## src/rtl/gray_pkg.sv

```systemverilog
// Shared types and constants for the gray stream controller and its converter.
package gray_pkg;

   typedef enum logic [1:0] {
      IDLE  = 2'd0,
      RUN   = 2'd1,
      DRAIN = 2'd2
   } state_t;

   localparam int RGB_W          = 24;
   localparam int GRAY_W         = 8;
   localparam int IMG_W_DEF      = 640;
   localparam int IMG_H_DEF      = 480;
   localparam int PIPE_LAT_DEF   = 3;
   localparam int FIFO_DEPTH_DEF = 8;

   // Counter width helper that never collapses to zero bits.
   function automatic int clog2_min1(input int v);
      return (v > 1) ? $clog2(v) : 1;
   endfunction

endpackage

```

## src/rtl/gray_stream_ctrl_if.sv

```systemverilog
// Pixel-in / gray-out stream bundle; slave is the controller side.
interface gray_stream_ctrl_if;
   import gray_pkg::*;

   logic              s_valid;
   logic              s_ready;
   logic [RGB_W-1:0]  s_data;
   logic              m_valid;
   logic              m_ready;
   logic [GRAY_W-1:0] m_data;
   logic              m_sof;
   logic              m_eol;

   modport slave (
      input  s_valid, s_data, m_ready,
      output s_ready, m_valid, m_data, m_sof, m_eol
   );

   modport master (
      output s_valid, s_data, m_ready,
      input  s_ready, m_valid, m_data, m_sof, m_eol
   );

endinterface

```

## src/rtl/gray_sync_fifo.sv

```systemverilog
// Single-clock FIFO with a registered head word and full/empty flags.
module gray_sync_fifo
   import gray_pkg::*;
#(
   parameter int WIDTH = 8,
   parameter int DEPTH = 8
) (
   input  logic             clk,
   input  logic             reset,
   input  logic             wr_en,
   input  logic [WIDTH-1:0] wr_data,
   input  logic             rd_en,
   output logic [WIDTH-1:0] rd_data,
   output logic             full,
   output logic             empty,
   output logic             ovf
);

   localparam int AW = clog2_min1(DEPTH);

   logic [WIDTH-1:0] mem [DEPTH];
   logic [AW-1:0]    wr_ptr;
   logic [AW-1:0]    rd_ptr;
   logic [AW-1:0]    rd_nxt;
   logic [AW:0]      count;
   logic [WIDTH-1:0] head;
   logic             do_rd;
   logic             do_wr;

   assign full    = (count == (AW+1)'(DEPTH));
   assign empty   = (count == '0);
   assign do_rd   = rd_en & ~empty;
   assign do_wr   = wr_en & (~full | do_rd);
   assign ovf     = wr_en & full & ~do_rd;
   assign rd_nxt  = rd_ptr + AW'(1);
   assign rd_data = head;

   always_ff @(posedge clk) begin
      if (do_wr) mem[wr_ptr] <= wr_data;
   end

   always_ff @(posedge clk) begin
      if (reset) begin
         wr_ptr <= '0;
         rd_ptr <= '0;
         count  <= '0;
         head   <= '0;
      end else begin
         if (do_wr) wr_ptr <= wr_ptr + AW'(1);
         if (do_rd) rd_ptr <= rd_nxt;
         case ({do_wr, do_rd})
            2'b10:   count <= count + (AW+1)'(1);
            2'b01:   count <= count - (AW+1)'(1);
            default: count <= count;
         endcase
         // New word becomes head directly when it is the only entry left.
         if (do_wr && (empty || (do_rd && count == (AW+1)'(1))))
            head <= wr_data;
         else if (do_rd && count > (AW+1)'(1))
            head <= mem[rd_nxt];
      end
   end

endmodule

```

## src/rtl/gray_stream_ctrl.sv

```systemverilog
// Frame sequencer around the fixed-latency RGB-to-gray converter.
//
//   state | meaning
//   IDLE  | waiting for start, no pixels accepted
//   RUN   | admitting pixels against FIFO credits until the frame is in
//   DRAIN | frame fully admitted, emptying results until the last pop
module gray_stream_ctrl
   import gray_pkg::*;
#(
   parameter int IMG_W      = IMG_W_DEF,
   parameter int IMG_H      = IMG_H_DEF,
   parameter int PIPE_LAT   = PIPE_LAT_DEF,
   parameter int FIFO_DEPTH = FIFO_DEPTH_DEF
) (
   input  logic              clk,
   input  logic              reset,
   input  logic              start,
   output logic              busy,
   output logic              frame_done,
   output logic              err_ovf,
   gray_stream_ctrl_if.slave bus,
   output logic              dp_valid_o,
   output logic [RGB_W-1:0]  dp_data_o,
   input  logic              dp_valid_i,
   input  logic [GRAY_W-1:0] dp_data_i
);

   localparam int NPIX = IMG_W * IMG_H;
   localparam int CW   = clog2_min1(NPIX + 1);
   localparam int XW   = clog2_min1(IMG_W);
   localparam int YW   = clog2_min1(IMG_H);
   localparam int RW   = clog2_min1(FIFO_DEPTH + 1);

   localparam logic [CW-1:0] NPIX_C  = CW'(NPIX);
   localparam logic [RW-1:0] DEPTH_C = RW'(FIFO_DEPTH);
   localparam logic [XW-1:0] X_LAST  = XW'(IMG_W - 1);
   localparam logic [YW-1:0] Y_LAST  = YW'(IMG_H - 1);

   if ((FIFO_DEPTH < PIPE_LAT + 3) || ((FIFO_DEPTH & (FIFO_DEPTH - 1)) != 0)) begin : g_bad_cfg
      $error("gray_stream_ctrl: FIFO_DEPTH must be a power of 2 and >= PIPE_LAT+3");
   end

   state_t            state;
   logic [CW-1:0]     in_cnt;
   logic [RW-1:0]     reserved;
   logic [XW-1:0]     out_x;
   logic [YW-1:0]     out_y;
   logic              accept;
   logic              pop;
   logic              last_out;
   logic              fifo_full;
   logic              fifo_empty;
   logic              fifo_ovf;
   logic [GRAY_W-1:0] fifo_q;

   // Admission depends only on registered state, never on s_valid/m_ready.
   assign bus.s_ready = (state == RUN) && (reserved < DEPTH_C) && (in_cnt < NPIX_C);
   assign accept      = bus.s_valid & bus.s_ready;
   assign bus.m_valid = ~fifo_empty;
   assign pop         = bus.m_valid & bus.m_ready;
   assign last_out    = (out_x == X_LAST) && (out_y == Y_LAST);
   assign frame_done  = (state == DRAIN) && pop && last_out;
   assign busy        = (state != IDLE);
   assign bus.m_data  = fifo_q;
   assign bus.m_sof   = (out_x == '0) && (out_y == '0) && bus.m_valid;
   assign bus.m_eol   = (out_x == X_LAST) && bus.m_valid;

   always_ff @(posedge clk) begin
      if (reset) begin
         state  <= IDLE;
         in_cnt <= '0;
      end else begin
         case (state)
            IDLE: begin
               if (start) begin
                  state  <= RUN;
                  in_cnt <= '0;
               end
            end
            RUN: begin
               if (accept) in_cnt <= in_cnt + CW'(1);
               if (in_cnt == NPIX_C) state <= DRAIN;
            end
            DRAIN: begin
               if (frame_done) state <= IDLE;
            end
            default: state <= IDLE;
         endcase
      end
   end

   always_ff @(posedge clk) begin
      if (reset) begin
         reserved <= '0;
      end else begin
         case ({accept, pop})
            2'b10:   reserved <= reserved + RW'(1);
            2'b01:   reserved <= reserved - RW'(1);
            default: reserved <= reserved;
         endcase
      end
   end

   always_ff @(posedge clk) begin
      if (reset) begin
         dp_valid_o <= 1'b0;
         dp_data_o  <= '0;
      end else begin
         dp_valid_o <= accept;
         if (accept) dp_data_o <= bus.s_data;
      end
   end

   always_ff @(posedge clk) begin
      if (reset) begin
         out_x   <= '0;
         out_y   <= '0;
         err_ovf <= 1'b0;
      end else begin
         if (fifo_ovf) err_ovf <= 1'b1;
         if (frame_done) begin
            out_x <= '0;
            out_y <= '0;
         end else if (pop) begin
            if (out_x == X_LAST) begin
               out_x <= '0;
               out_y <= out_y + YW'(1);
            end else begin
               out_x <= out_x + XW'(1);
            end
         end
      end
   end

   gray_sync_fifo #(
      .WIDTH (GRAY_W),
      .DEPTH (FIFO_DEPTH)
   ) u_fifo (
      .clk     (clk),
      .reset   (reset),
      .wr_en   (dp_valid_i),
      .wr_data (dp_data_i),
      .rd_en   (pop),
      .rd_data (fifo_q),
      .full    (fifo_full),
      .empty   (fifo_empty),
      .ovf     (fifo_ovf)
   );

   logic unused_full;
   assign unused_full = fifo_full;

endmodule

```

## src/flat_wrapper.sv

```systemverilog
// flat-port wrapper written by rule: the top's interface ports become plain ports
module gray_stream_ctrl_flat import gray_pkg::*;
#(
   parameter int IMG_W      = IMG_W_DEF,
   parameter int IMG_H      = IMG_H_DEF,
   parameter int PIPE_LAT   = PIPE_LAT_DEF,
   parameter int FIFO_DEPTH = FIFO_DEPTH_DEF
)
  (clk, reset, start, busy, frame_done, err_ovf, dp_valid_o, dp_data_o, dp_valid_i, dp_data_i, bus_s_valid, bus_s_data, bus_m_ready, bus_s_ready, bus_m_valid, bus_m_data, bus_m_sof, bus_m_eol);
  gray_stream_ctrl_if bus_i ();
  input  logic clk;
  input  logic reset;
  input  logic start;
  output logic busy;
  output logic frame_done;
  output logic err_ovf;
  output logic dp_valid_o;
  output logic [RGB_W-1:0] dp_data_o;
  input  logic dp_valid_i;
  input  logic [GRAY_W-1:0] dp_data_i;
  input wire logic [$bits(bus_i.s_valid)-1:0] bus_s_valid;
  input wire logic [$bits(bus_i.s_data)-1:0] bus_s_data;
  input wire logic [$bits(bus_i.m_ready)-1:0] bus_m_ready;
  output wire logic [$bits(bus_i.s_ready)-1:0] bus_s_ready;
  output wire logic [$bits(bus_i.m_valid)-1:0] bus_m_valid;
  output wire logic [$bits(bus_i.m_data)-1:0] bus_m_data;
  output wire logic [$bits(bus_i.m_sof)-1:0] bus_m_sof;
  output wire logic [$bits(bus_i.m_eol)-1:0] bus_m_eol;
  assign bus_i.s_valid = bus_s_valid;
  assign bus_i.s_data = bus_s_data;
  assign bus_i.m_ready = bus_m_ready;
  assign bus_s_ready = bus_i.s_ready;
  assign bus_m_valid = bus_i.m_valid;
  assign bus_m_data = bus_i.m_data;
  assign bus_m_sof = bus_i.m_sof;
  assign bus_m_eol = bus_i.m_eol;
  gray_stream_ctrl #(.IMG_W(IMG_W), .IMG_H(IMG_H), .PIPE_LAT(PIPE_LAT), .FIFO_DEPTH(FIFO_DEPTH)) u_core (.clk(clk), .reset(reset), .start(start), .busy(busy), .frame_done(frame_done), .err_ovf(err_ovf), .bus(bus_i), .dp_valid_o(dp_valid_o), .dp_data_o(dp_data_o), .dp_valid_i(dp_valid_i), .dp_data_i(dp_data_i));
endmodule
```

## config.mk

```make
export PLATFORM = sky130hd
export DESIGN_NAME = gray_stream_ctrl_flat
export DESIGN_NICKNAME = d
export VERILOG_FILES = /design/src/rtl/gray_pkg.sv /design/src/rtl/gray_stream_ctrl_if.sv /design/src/rtl/gray_sync_fifo.sv /design/src/rtl/gray_stream_ctrl.sv /design/src/flat_wrapper.sv
export SDC_FILE = /design/constraint.sdc
export NUM_CORES = 1
export LEC_CHECK = 0
export BUFFER_PORTS_ARGS = -buffer_cell sky130_fd_sc_hd__buf_2
export CELL_PAD_IN_SITES_DETAIL_PLACEMENT = 1
export CELL_PAD_IN_SITES_GLOBAL_PLACEMENT = 1
export CORE_MARGIN = 4
export CORE_UTILIZATION = 43
export DETAILED_ROUTE_END_ITERATION = 12
export PLACE_DENSITY = 0.8
export SETUP_SLACK_MARGIN = 0.1
export SYNTH_ARGS = -nofsm -noshare
export SYNTH_HDL_FRONTEND = slang
export SYNTH_SLANG_ARGS = --single-unit
```

## constraint.sdc

```tcl
create_clock -name clk -period 4.3 [get_ports clk]
set_input_delay 1.29 -clock clk [delete_from_list [all_inputs] [get_ports clk]]
set_output_delay 1.29 -clock clk [all_outputs]
set_load 0.02 [all_outputs]
```

==> results.md <==
- Area share of and/or/nand/nor cells after synthesis: 0.193
- Total grt overflow: 0
- Fill cell count: 1,663
- Combinational family with the most area after synthesis: simple AND/OR/NAND/NOR gates
- Hold Buf Count CTS: 0
- Static leakage: 2.91 nW
- Hold wc startpoint: u_core.dp_data_o[8]$_SDFFE_PP0P_
- Layout cells sized above 1: 0.202
- Setup TNS Final: 0 ps
- GR Util All Layers: 0.214
- Max frequency: 285 MHz
- YS warnings: 0
- Root buffer cell: clkbuf_16
- Gpl congestion: 0.823
- First-pass GRT wire length: 30,300 microns
- Initial antenna violation count: 0
- Most common cell in the netlist: dfxtp_1
- Largest net degree at the start of global routing: 44
- Peak supply drop: 0.000446 V
- Reg clk slew, reported paths: 70 ps
- Synth top area cells: edfxtp_1 (29%), dfxtp_1 (26%), nand2_1 (4.4%)
- Post-synth top cells: dfxtp_1 (88), nand2_1 (79), edfxtp_1 (64)
- Top cell type's share of synthesized area: 0.286
- Routed vias/inst: 5.70
- Crit-path cells: inv_1 -> ha_1 -> or3b_2 -> nand3_1 -> nor3_1 -> buf_2
- H-tree level count: 4
- Mapped cell area: 0.00673 sq mm
- I/O Pins: 78
- DR pass1 iterations: 5
- Avg WL per Cell: 19.3 microns
- Synthesized-area fraction occupied by adder cells: 0.0309
- Starting Density: 0.441
- Status: completed
- Unrepaired setup endpoints after global routing: false
- CP peak stage delay: 610 ps
- Yosys cell types: 56
- Clock Tree Buf Depth: 2
- Post-cts resize count: 0
- #FFs+latches synth: 152
- Post-synthesis sequential area ratio: 0.548
- Dpl hpwl: 12,100 microns
- Final core occ: 0.521
- Setup Crit Path Kind: register to output pin
- CTS Buf Count: 17
- Cell count after synthesis: 651
- Final WL: 18,300 microns
- Vias: 5,403
- Residual DRC count: 0
- Period utilization: 0.815
- Final setup vio count: 0
- Reg2reg start: u_core.u_fifo.count[1]$_SDFFE_PP0P_
- Synth Area in Compound Gates: 0.122
- Leading area contributor after synthesis: edfxtp_1
- CP endpoint kind: output pin
- PD cells: 546 mW/mm^2
- Max-cap viol count: 0
- Critical-path top delay cell: or3b_2
- Area delta synth->final: 18.1%
- Final Hold Viols: 0
- DRT iter0 DRCs: 389
- Clock sink total: 152
- Die Area: 0.0177 sq mm
- Slew HR: 0.103
- Worst skew pair latency: 440 ps
- Core area: 0.0153 sq mm
- Net count, final: 778
- CP Max Fanout: 12
- Count of pins over their slew limit: 0
- WP data required: 3010 ps
- Primary FF master, synth: dfxtp_1
- Mux cell area share after synthesis: 0.0549
- Clock Skews: 14.5 ps
- Die X: 133 microns
- Ys async rst share: 0
- Crit path time final: 3500 ps
- Worst hold path class: register to register
- Syn Area/Cell: 10.3 sq um
- Die Y: 133 microns
- Least-Margin Pin Slew: 1340 ps
- Critical Path Start Type: register
- Antenna Cells: 0
- Row Count: 45
- Area of the multi-input gates: 0.00285 sq mm
- ANT nets after route: 0
- Vias in the first global route: 5,843
- Synth Area in XOR/XNOR: 0.0208
- Crit path DAT: 2210 ps
- Register Area: 0.00368 sq mm
- Post-synth EDFFs: 64
- Worst Setup SP: u_core.u_fifo.count[1]$_SDFFE_PP0P_
- Post-Syn Nets: 705
- CTS tree: yes
- Buffers on Ports: 77
- Postcts setup bufs: 0
## stage by stage
stage	instances	total power, mW	setup slack, ps	cell area, sq um	hold WS, ps
3_5_place_dp	916	2.83	840	7340	450
2_1_floorplan	651	2.48	473	6730	440
4_1_cts	948	4.37	787	7950	463
3_3_place_gp	916	2.77	876	7340	439
5_1_grt	948	4.55	600	7950	478
6_report	948	4.34	795	7950	460
## logic make-up after synthesis
family,Yosys count
flops,152
mux,28
fa+ha+maj,16
buf+inv,55
simple gates,257
compound gates,127
xor+xnor,16
## sequential cells by signal, indices dropped and copies added, names as in the netlist
signal / flops
u_core.out_x: 10
u_core.dp_data_o: 24
u_core.u_fifo.mem: 64
u_core.u_fifo.rd_data: 8
u_core.out_y: 9
u_core.state: 2
u_core.u_fifo.rd_ptr: 3
u_core.err_ovf: 1
u_core.dp_valid_o: 1
u_core.u_fifo.wr_ptr: 3
u_core.u_fifo.count: 4
u_core.reserved: 4
u_core.in_cnt: 19
## final cells by class
class / count / area share
sequential: 152 / 0.464
timing repair buffer: 89 / 0.0598
inverter: 20 / 0.00945
multi-input combinational: 444 / 0.358
tap: 211 / 0.0332
clock inverter: 15 / 0.0222
clock buffer: 17 / 0.0535
## layer usage
layer  global-route usage  up-vias  wire, microns
li1                     -     2569              -
met1                0.256     2700           7690
met2                0.377       99           9620
met3               0.0403       35            515
met4               0.0895        0            479
met5                    0        -              0
## worst max-delay path, delay by kind of cell, from the launching register on
family	cells	cell delay [ps]
DFF	1	350
adders and majority gates	1	240
buffers and inverters	2	270
and+or+nand+nor	3	920
## report_power, final
part           total [mW]  internal, mW  switching [mW]
Sequential           1.70          1.62          0.0856
Combinational        1.11         0.435           0.676
Clock                1.53         0.835           0.695
## final timing paths
check,slack (ps),to,cells past startpoint
setup / recovery,800,frame_done,6
hold / removal,460,u_core.dp_data_o[8]$_SDFFE_PP0P_,2
setup reg to reg,1050,u_core.reserved[3]$_SDFFE_PP0P_,11
hold reg to reg,460,u_core.dp_data_o[8]$_SDFFE_PP0P_,2
## layout by cell type, fill, tap and decap left out, types with 8 or more instances in the layout
master,count
dfxtp_1,88
nand2_1,79
buf_2,77
edfxtp_1,64
a21oi_1,56
nor2_1,43
nand3_1,39
inv_1,18
clkbuf_16,17
or3_1,15
ha_1,15
nand4_1,14
o21ai_0,14
xor2_1,12
buf_4,12
nor3_1,11
mux2_2,11
mux2i_1,11
a31oi_1,11
or4_1,8
Power figures use the tool's default switching activity.
